$ cat src/rtl/ycr_dmem_wb_bridge_if.sv
// Signal bundle between the dmem router port, the bridge and the Wishbone data bus.
// slave = bridge view (accepts dmem requests, masters the wb cycle); master = requester/bus view.
interface ycr_dmem_wb_bridge_if;
    logic        dmem_req_ack;
    logic        dmem_req;
    logic        dmem_cmd;
    logic [1:0]  dmem_width;
    logic [31:0] dmem_addr;
    logic [31:0] dmem_wdata;
    logic [31:0] dmem_rdata;
    logic [1:0]  dmem_resp;

    logic        wbd_cyc_o;
    logic        wbd_stb_o;
    logic        wbd_we_o;
    logic [31:0] wbd_adr_o;
    logic [3:0]  wbd_sel_o;
    logic [31:0] wbd_dat_o;
    logic [31:0] wbd_dat_i;
    logic        wbd_ack_i;
    logic        wbd_err_i;

    modport slave (
        output dmem_req_ack, dmem_rdata, dmem_resp,
        input  dmem_req, dmem_cmd, dmem_width, dmem_addr, dmem_wdata,
        output wbd_cyc_o, wbd_stb_o, wbd_we_o, wbd_adr_o, wbd_sel_o, wbd_dat_o,
        input  wbd_dat_i, wbd_ack_i, wbd_err_i
    );

    modport master (
        input  dmem_req_ack, dmem_rdata, dmem_resp,
        output dmem_req, dmem_cmd, dmem_width, dmem_addr, dmem_wdata,
        input  wbd_cyc_o, wbd_stb_o, wbd_we_o, wbd_adr_o, wbd_sel_o, wbd_dat_o,
        output wbd_dat_i, wbd_ack_i, wbd_err_i
    );
endinterface

$ cat src/rtl/ycr_dmem_wb_bridge.sv
// Core dmem req/resp to single-outstanding Wishbone classic master bridge with
// alignment checking, byte-lane steering and a bus timeout.
module ycr_dmem_wb_bridge #(
    parameter int unsigned TMO_W   = 8,
    parameter int unsigned TMO_CYC = 255
) (
    input  logic                   clk,
    input  logic                   rst_n,
    ycr_dmem_wb_bridge_if.slave    bus
);

    localparam logic [1:0] RespNotRdy = 2'b00;
    localparam logic [1:0] RespRdyOk  = 2'b01;
    localparam logic [1:0] RespRdyEr  = 2'b10;

    localparam bit              TmoEn   = (TMO_CYC != 0);
    localparam logic [TMO_W-1:0] TmoLast = (TMO_CYC == 0) ? '0 : TMO_W'(TMO_CYC - 1);

    typedef enum logic [1:0] {StIdle, StBus, StResp} state_e;

    state_e            state_q, state_d;
    logic              cyc_q, cyc_d;
    logic              we_q, we_d;
    logic [31:0]       adr_q, adr_d;
    logic [3:0]        sel_q, sel_d;
    logic [31:0]       dat_q, dat_d;
    logic [1:0]        off_q, off_d;
    logic [31:0]       rdata_q, rdata_d;
    logic [1:0]        resp_q, resp_d;
    logic [TMO_W-1:0]  cnt_q, cnt_d;

    logic req_ack;
    logic accept;
    logic misaligned;
    logic [3:0] sel_req;

    assign req_ack = (state_q == StIdle) || (state_q == StResp);
    assign accept  = bus.dmem_req && req_ack;

    always_comb begin
        misaligned = 1'b0;
        sel_req    = 4'b1111;
        unique case (bus.dmem_width)
            2'b00: sel_req = 4'b0001 << bus.dmem_addr[1:0];
            2'b01: begin
                sel_req    = 4'b0011 << bus.dmem_addr[1:0];
                misaligned = bus.dmem_addr[0];
            end
            2'b10: misaligned = (bus.dmem_addr[1:0] != 2'b00);
            default: misaligned = 1'b1;
        endcase
    end

    always_comb begin
        state_d = state_q;
        cyc_d   = cyc_q;
        we_d    = we_q;
        adr_d   = adr_q;
        sel_d   = sel_q;
        dat_d   = dat_q;
        off_d   = off_q;
        rdata_d = rdata_q;
        resp_d  = resp_q;
        cnt_d   = cnt_q;

        unique case (state_q)
            StIdle, StResp: begin
                resp_d = RespNotRdy;
                if (!accept) begin
                    state_d = StIdle;
                end else if (misaligned) begin
                    // Rejected without touching the bus: error response next cycle.
                    state_d = StResp;
                    resp_d  = RespRdyEr;
                end else begin
                    state_d = StBus;
                    cyc_d   = 1'b1;
                    we_d    = bus.dmem_cmd;
                    adr_d   = {bus.dmem_addr[31:2], 2'b00};
                    sel_d   = sel_req;
                    dat_d   = bus.dmem_wdata << {bus.dmem_addr[1:0], 3'b000};
                    off_d   = bus.dmem_addr[1:0];
                    cnt_d   = '0;
                end
            end
            StBus: begin
                cnt_d = cnt_q + TMO_W'(1);
                if (bus.wbd_err_i) begin
                    state_d = StResp;
                    cyc_d   = 1'b0;
                    resp_d  = RespRdyEr;
                end else if (bus.wbd_ack_i) begin
                    state_d = StResp;
                    cyc_d   = 1'b0;
                    resp_d  = RespRdyOk;
                    rdata_d = we_q ? 32'h0 : (bus.wbd_dat_i >> {off_q, 3'b000});
                end else if (TmoEn && (cnt_q == TmoLast)) begin
                    state_d = StResp;
                    cyc_d   = 1'b0;
                    resp_d  = RespRdyEr;
                end
            end
            default: begin
                state_d = StIdle;
                cyc_d   = 1'b0;
                resp_d  = RespNotRdy;
            end
        endcase
    end

    always_ff @(posedge clk or negedge rst_n) begin
        if (!rst_n) begin
            state_q <= StIdle;
            cyc_q   <= 1'b0;
            we_q    <= 1'b0;
            adr_q   <= '0;
            sel_q   <= '0;
            dat_q   <= '0;
            off_q   <= '0;
            rdata_q <= '0;
            resp_q  <= RespNotRdy;
            cnt_q   <= '0;
        end else begin
            state_q <= state_d;
            cyc_q   <= cyc_d;
            we_q    <= we_d;
            adr_q   <= adr_d;
            sel_q   <= sel_d;
            dat_q   <= dat_d;
            off_q   <= off_d;
            rdata_q <= rdata_d;
            resp_q  <= resp_d;
            cnt_q   <= cnt_d;
        end
    end

    assign bus.dmem_req_ack = req_ack;
    assign bus.dmem_rdata   = rdata_q;
    assign bus.dmem_resp    = resp_q;
    assign bus.wbd_cyc_o    = cyc_q;
    assign bus.wbd_stb_o    = cyc_q;
    assign bus.wbd_we_o     = we_q;
    assign bus.wbd_adr_o    = adr_q;
    assign bus.wbd_sel_o    = sel_q;
    assign bus.wbd_dat_o    = dat_q;

endmodule

$ cat src/flat_wrapper.sv
// flat-port wrapper written by rule: the top's interface ports become plain ports
module ycr_dmem_wb_bridge_flat 
#(
    parameter int unsigned TMO_W   = 8,
    parameter int unsigned TMO_CYC = 255
)
  (clk, rst_n, bus_dmem_req_ack, bus_dmem_rdata, bus_dmem_resp, bus_dmem_req, bus_dmem_cmd, bus_dmem_width, bus_dmem_addr, bus_dmem_wdata, bus_wbd_cyc_o, bus_wbd_stb_o, bus_wbd_we_o, bus_wbd_adr_o, bus_wbd_sel_o, bus_wbd_dat_o, bus_wbd_dat_i, bus_wbd_ack_i, bus_wbd_err_i);
  ycr_dmem_wb_bridge_if bus_i ();
  input  logic clk;
  input  logic rst_n;
  output wire logic [$bits(bus_i.dmem_req_ack)-1:0] bus_dmem_req_ack;
  output wire logic [$bits(bus_i.dmem_rdata)-1:0] bus_dmem_rdata;
  output wire logic [$bits(bus_i.dmem_resp)-1:0] bus_dmem_resp;
  input wire logic [$bits(bus_i.dmem_req)-1:0] bus_dmem_req;
  input wire logic [$bits(bus_i.dmem_cmd)-1:0] bus_dmem_cmd;
  input wire logic [$bits(bus_i.dmem_width)-1:0] bus_dmem_width;
  input wire logic [$bits(bus_i.dmem_addr)-1:0] bus_dmem_addr;
  input wire logic [$bits(bus_i.dmem_wdata)-1:0] bus_dmem_wdata;
  output wire logic [$bits(bus_i.wbd_cyc_o)-1:0] bus_wbd_cyc_o;
  output wire logic [$bits(bus_i.wbd_stb_o)-1:0] bus_wbd_stb_o;
  output wire logic [$bits(bus_i.wbd_we_o)-1:0] bus_wbd_we_o;
  output wire logic [$bits(bus_i.wbd_adr_o)-1:0] bus_wbd_adr_o;
  output wire logic [$bits(bus_i.wbd_sel_o)-1:0] bus_wbd_sel_o;
  output wire logic [$bits(bus_i.wbd_dat_o)-1:0] bus_wbd_dat_o;
  input wire logic [$bits(bus_i.wbd_dat_i)-1:0] bus_wbd_dat_i;
  input wire logic [$bits(bus_i.wbd_ack_i)-1:0] bus_wbd_ack_i;
  input wire logic [$bits(bus_i.wbd_err_i)-1:0] bus_wbd_err_i;
  assign bus_dmem_req_ack = bus_i.dmem_req_ack;
  assign bus_dmem_rdata = bus_i.dmem_rdata;
  assign bus_dmem_resp = bus_i.dmem_resp;
  assign bus_i.dmem_req = bus_dmem_req;
  assign bus_i.dmem_cmd = bus_dmem_cmd;
  assign bus_i.dmem_width = bus_dmem_width;
  assign bus_i.dmem_addr = bus_dmem_addr;
  assign bus_i.dmem_wdata = bus_dmem_wdata;
  assign bus_wbd_cyc_o = bus_i.wbd_cyc_o;
  assign bus_wbd_stb_o = bus_i.wbd_stb_o;
  assign bus_wbd_we_o = bus_i.wbd_we_o;
  assign bus_wbd_adr_o = bus_i.wbd_adr_o;
  assign bus_wbd_sel_o = bus_i.wbd_sel_o;
  assign bus_wbd_dat_o = bus_i.wbd_dat_o;
  assign bus_i.wbd_dat_i = bus_wbd_dat_i;
  assign bus_i.wbd_ack_i = bus_wbd_ack_i;
  assign bus_i.wbd_err_i = bus_wbd_err_i;
  ycr_dmem_wb_bridge #(.TMO_W(TMO_W), .TMO_CYC(TMO_CYC)) u_core (.clk(clk), .rst_n(rst_n), .bus(bus_i));
endmodule
$ cat config.mk
export PLATFORM = sky130hd
export DESIGN_NAME = ycr_dmem_wb_bridge_flat
export DESIGN_NICKNAME = d
export VERILOG_FILES = /design/src/rtl/ycr_dmem_wb_bridge_if.sv /design/src/rtl/ycr_dmem_wb_bridge.sv /design/src/flat_wrapper.sv
export SDC_FILE = /design/constraint.sdc
export NUM_CORES = 1
export LEC_CHECK = 0
export CAP_MARGIN = 15
export CORE_UTILIZATION = 48
export DETAILED_ROUTE_END_ITERATION = 16
export PLACE_DENSITY_LB_ADDON = 0.1
export SETUP_SLACK_MARGIN = 0.5
export SYNTH_ARGS = -nofsm -noshare
export SYNTH_HDL_FRONTEND = slang
export SYNTH_SLANG_ARGS = --single-unit
$ cat constraint.sdc
create_clock -name clk -period 3.3 [get_ports clk]
set_input_delay 0.495 -clock clk [delete_from_list [all_inputs] [get_ports clk]]
set_output_delay 0.495 -clock clk [all_outputs]
set_load 0.02 [all_outputs]
Word-level counts from Yosys, hierarchy flattened. Cells that the tools add are included.

Logic and storage cells: 59. Output and inout bits: 106. Register bits: 114. Bits of input ports: 104.

Mux-type cells: 23. Equal/unequal tests: 8. Bitwise operators: 2. Shifts and indexed selects: 4. Add/subtract/negate cells: 1. Reductions and logical operators: 11.

Operator list (count): $mux W32 (1); $shl A32 B5 Y32 (1); $shr A32 B5 Y32 (1); $mux W2 (9); $mux W8 (2); $pmux W8 S2 (1); $reduce_and A3 Y1 (4); $add A8 B1 Y8 const B (1); $eq A8 B8 Y1 const B (1); $pmux W2 S2 (2); $pmux W4 S2 (1); $mux W1 (5); $eq A2 B1 Y1 const B (2); $eq A2 B2 Y1 const B (2); $logic_not A2 Y1 (2); $ne A4 B3 Y1 const B (1); $reduce_bool A2 Y1 (2); $shl A1 B2 Y4 const A (1); $shl A2 B2 Y4 const A (1); $pmux W1 S3 (1); $ne A2 B1 Y1 const B (1); $ne A2 B2 Y1 const B (1); $not A1 Y1 (2); $pmux W1 S2 (1); other kinds (3) (3).

Depth between registers and ports, before layout.
Word-level depth: 5. Depth in mapped cells: 6. Gate-level depth less buffers: 5.

Worst setup path after synthesis. OpenSTA, ideal clock, no wires.

Path kind: in2reg. Start: in bus_dmem_addr[1]. End: reg u_core.adr_q[29] (netlist: u_core.bus.wbd_adr_o[29]). Library setup time: 0.128 ns. Stages: 5. Slack: 1.682 ns. Data arrival time: 1.491 ns. Path buffers: 2. Path through: nor3_2 > o21a_1 > buf_4 > buf_6 > mux2_1.

Cells in the longest elaborated chain, start to end: 4.

RTL lines: from (decl) (line flat_wrapper.sv:17) `input wire logic [$bits(bus_i.dmem_addr)-1:0] bus_dmem_addr;`; $reduce_bool A2 Y1 (line ycr_dmem_wb_bridge.sv:49) `2'b10: misaligned = (bus.dmem_addr[1:0] != 2'b00);`; $pmux W1 S3 (line ycr_dmem_wb_bridge.sv:43) `unique case (bus.dmem_width)`; $not A1 Y1 (no line); $reduce_and A3 Y1 (no line); to (signal assigned) (line ycr_dmem_wb_bridge.sv:127) `adr_q <= adr_d;`; to (decl) (line ycr_dmem_wb_bridge.sv:24) `logic [31:0] adr_q, adr_d;`.

No other way between the ends. A chain may end at the register's enable or synchronous reset.

Final worst setup path.
Start: reg u_core.off_q[0]. End: reg u_core.rdata_q[3] (netlist: u_core.bus.dmem_rdata[3]).

Cells in the longest elaborated chain, start to end: 2.

RTL lines: from (decl) (line ycr_dmem_wb_bridge.sv:27) `logic [1:0] off_q, off_d;`; from (signal assigned) (line ycr_dmem_wb_bridge.sv:119) `off_q <= '0;`; from (signal assigned) (line ycr_dmem_wb_bridge.sv:130) `off_q <= off_d;`; $shr A32 B5 Y32 (line ycr_dmem_wb_bridge.sv:96) `rdata_d = we_q ? 32'h0 : (bus.wbd_dat_i >> {off_q, 3'b000});`; $mux W32 (line ycr_dmem_wb_bridge.sv:96); to (signal assigned) (line ycr_dmem_wb_bridge.sv:131) `rdata_q <= rdata_d;`; to (decl) (line ycr_dmem_wb_bridge.sv:28) `logic [31:0] rdata_q, rdata_d;`.

No other way between the ends.

==> metrics.yaml <==
path_delay_family: "flip-flops"
crit_arrival_ns: 2.53
drt_pass1_iterations: 5
async_reset_ff_frac: 1.00
worst-r2r-cell-count: 4
slew_violations: 0
synth_commonest_cells: "dfrtp_1, mux2i_1, nand2_1"
cts_resized: 0
synth_top_cell_area_share: 0.522
tritoncts: "done"
worstHoldPathType: "input pin to asynchronous set/reset pin"
synth_area_leaders: "dfrtp_1, mux2i_1, mux2_1"
fin_crit_sh: 0.678
ys_types: 45
ir_drop_mv: 0.628
drcViolationCount: 0
max_cap_violations: 0
grt_setup_unrepaired: "false"
postSynthCellCount: 442
via_per_inst: 5.41
critPathRequiredTime_ns: 3.59
end_kind: "register"
fin_crit_ns: 2.24
dieHeight_um: 109
final_hold_viol_count: 0
cts_setup_buffers: 0
cts-root-buf: "clkbuf_16"
clk_pin_slew_ns: 0.05
powerDensity_mw_per_mm2: 682
critPathLaunchType: "register"
rows: 38
path_cells: "buf_4, mux2i_1, nand2_1, a32o_1"
critPathBufInv: 1
final-setup-viol-count: 0
synth_warnings: 0
power_uw: 5590
grt_max_degree: 61
vias: 4309
cts_hold_buf: 0
diodes: 0
tightest_slew_ns: 1.17
route.final.wire_length_um: 14200
hpwl_um: 10200
synth_edf_count: 0
cts_inserted_buffers: 17
start_util: 0.498
drive_gt1_frac: 0.123
clkSinkCount: 114
grt-ovfl-total: 0
synth_seq_cells: 114
pin_count: 210
synth.largest_area_cell: "dfrtp_1"
max_stage_delay_ns: 1.11
seq_area_frac_synth: 0.522
gp_congestion: 0.815
drt_iter0_drc: 235
cts_max_level: 4
synthesis.area_mm2: 0.00547
path_depth: 4
crit_path_top_delay_cell: "dfrtp_1"
port_buffers: 207
clockBufferDepth: 2
nets: 751
core_region_area_mm2: 0.0110
fin_skew_ns: 0.00861
die_x_um: 109
wl_per_cell_um: 17.8
syn_avg_cell_area_um2: 12.4
status: "completed"
antenna_left: 0
cp_max_fo: 28
slew_headroom: 0.221
grt_use_total: 0.255
setup.worst_path.class: "register to register"
leakage_uw: 0.00353
dominantRegCellSynth: "dfrtp_1"
final.setup.tns_ns: 0
grt_pass1_vias: 4510
fmax_mhz: 447
grt_first_pass_wirelength_um: 22800
clk_latency_ns: 0.40
antenna_found_initial: 0
die_area_mm2: 0.0118
synth.most_common_cell: "dfrtp_1"
area_growth_syn_to_layout_pct: 49.9
[worst paths after layout]
path / start / endpoint / slack [ns]
worst min register to register: u_core.bus.dmem_rdata[18] / u_core.bus.dmem_rdata[18] / 0.48
worst min-delay path: rst_n / u_core.bus.dmem_rdata[14] / 0.14
min in group clk: bus_dmem_addr[0] / u_core.off_q[0] / 0.40
worst max-delay path: u_core.off_q[0] / u_core.bus.dmem_rdata[3] / 1.06
max in group asynchronous: rst_n / u_core.bus.wbd_dat_o[22] / 2.41
worst max register to register: u_core.off_q[0] / u_core.bus.dmem_rdata[3] / 1.06
[layout by cell type (no fill, tap or decap), types with 15 or more instances in the layout]
| master | instances |
|---|---|
| clkdlybuf4s50_1 | 205 |
| dfrtp_1 | 114 |
| mux2_1 | 33 |
| a22o_1 | 16 |
| mux2i_1 | 57 |
| clkbuf_16 | 17 |
| inv_1 | 15 |
| nand2_1 | 36 |
| mux2_2 | 27 |
| o2bb2ai_1 | 15 |
[cell families after synthesis]
| family | synth area share |
|---|---|
| AOI/OAI and AO/OA | 0.120 |
| adders and majority gates | 0.00457 |
| buffers and inverters | 0.0496 |
| DFF | 0.522 |
| muxes | 0.228 |
| other | 0.000686 |
| and+or+nand+nor | 0.0755 |
[registers in the layout, summed over array words and instances, names as in the netlist]
signal,count
u_core.bus.dmem_rdata,32
u_core.state_q,2
u_core.bus.dmem_resp,2
u_core.off_q,2
u_core.cnt_q,8
u_core.bus.wbd_we_o,1
u_core.bus.wbd_sel_o,4
u_core.bus.wbd_dat_o,32
u_core.bus.wbd_cyc_o,1
u_core.bus.wbd_adr_o,30
[metrics by stage]
stage	setup slack, ns	instance area [µm²]	cells	hold slack (ns)	utilization
final	1.06	8200	796	0.139	0.746
after detailed placement	0.805	7600	766	0.473	0.692
after CTS	1.08	8200	796	0.155	0.746
after global routing	0.917	8200	796	0.189	0.746
after global placement	0.865	7600	766	0.462	0.692
after floorplan	1.68	5470	443	0.199	-
[layer usage]
metal	wire length (µm)	global-route usage	up-vias
li1	-	-	2009
met1	5720	0.303	2128
met2	7220	0.425	156
met3	1080	0.0926	16
met4	184	0.0917	0
met5	0	0	-
[worst register-to-register path, stage by stage, from the launching register on]
cell,delay (ns)
dfrtp_1,1.11
buf_4,0.30
mux2i_1,0.34
nand2_1,0.10
a32o_1,0.28
[report_power, final]
part / internal [µW] / switching (µW)
Sequential: 1720 / 253
Combinational: 943 / 839
Clock: 1230 / 610
Total: 3890 / 1700
[cell type report]
| class | count | area [µm²] |
|---|---|---|
| Sequential cell | 114 | 2850 |
| Fill cell | 751 | 2790 |
| Multi-Input combinational cell | 281 | 2360 |
| Timing Repair Buffer | 216 | 2160 |
| Clock buffer | 20 | 467 |
| Tap cell | 140 | 175 |
| Clock inverter | 10 | 134 |
| Inverter | 15 | 56.3 |
Note: power is estimated with default switching activity, not from simulation.
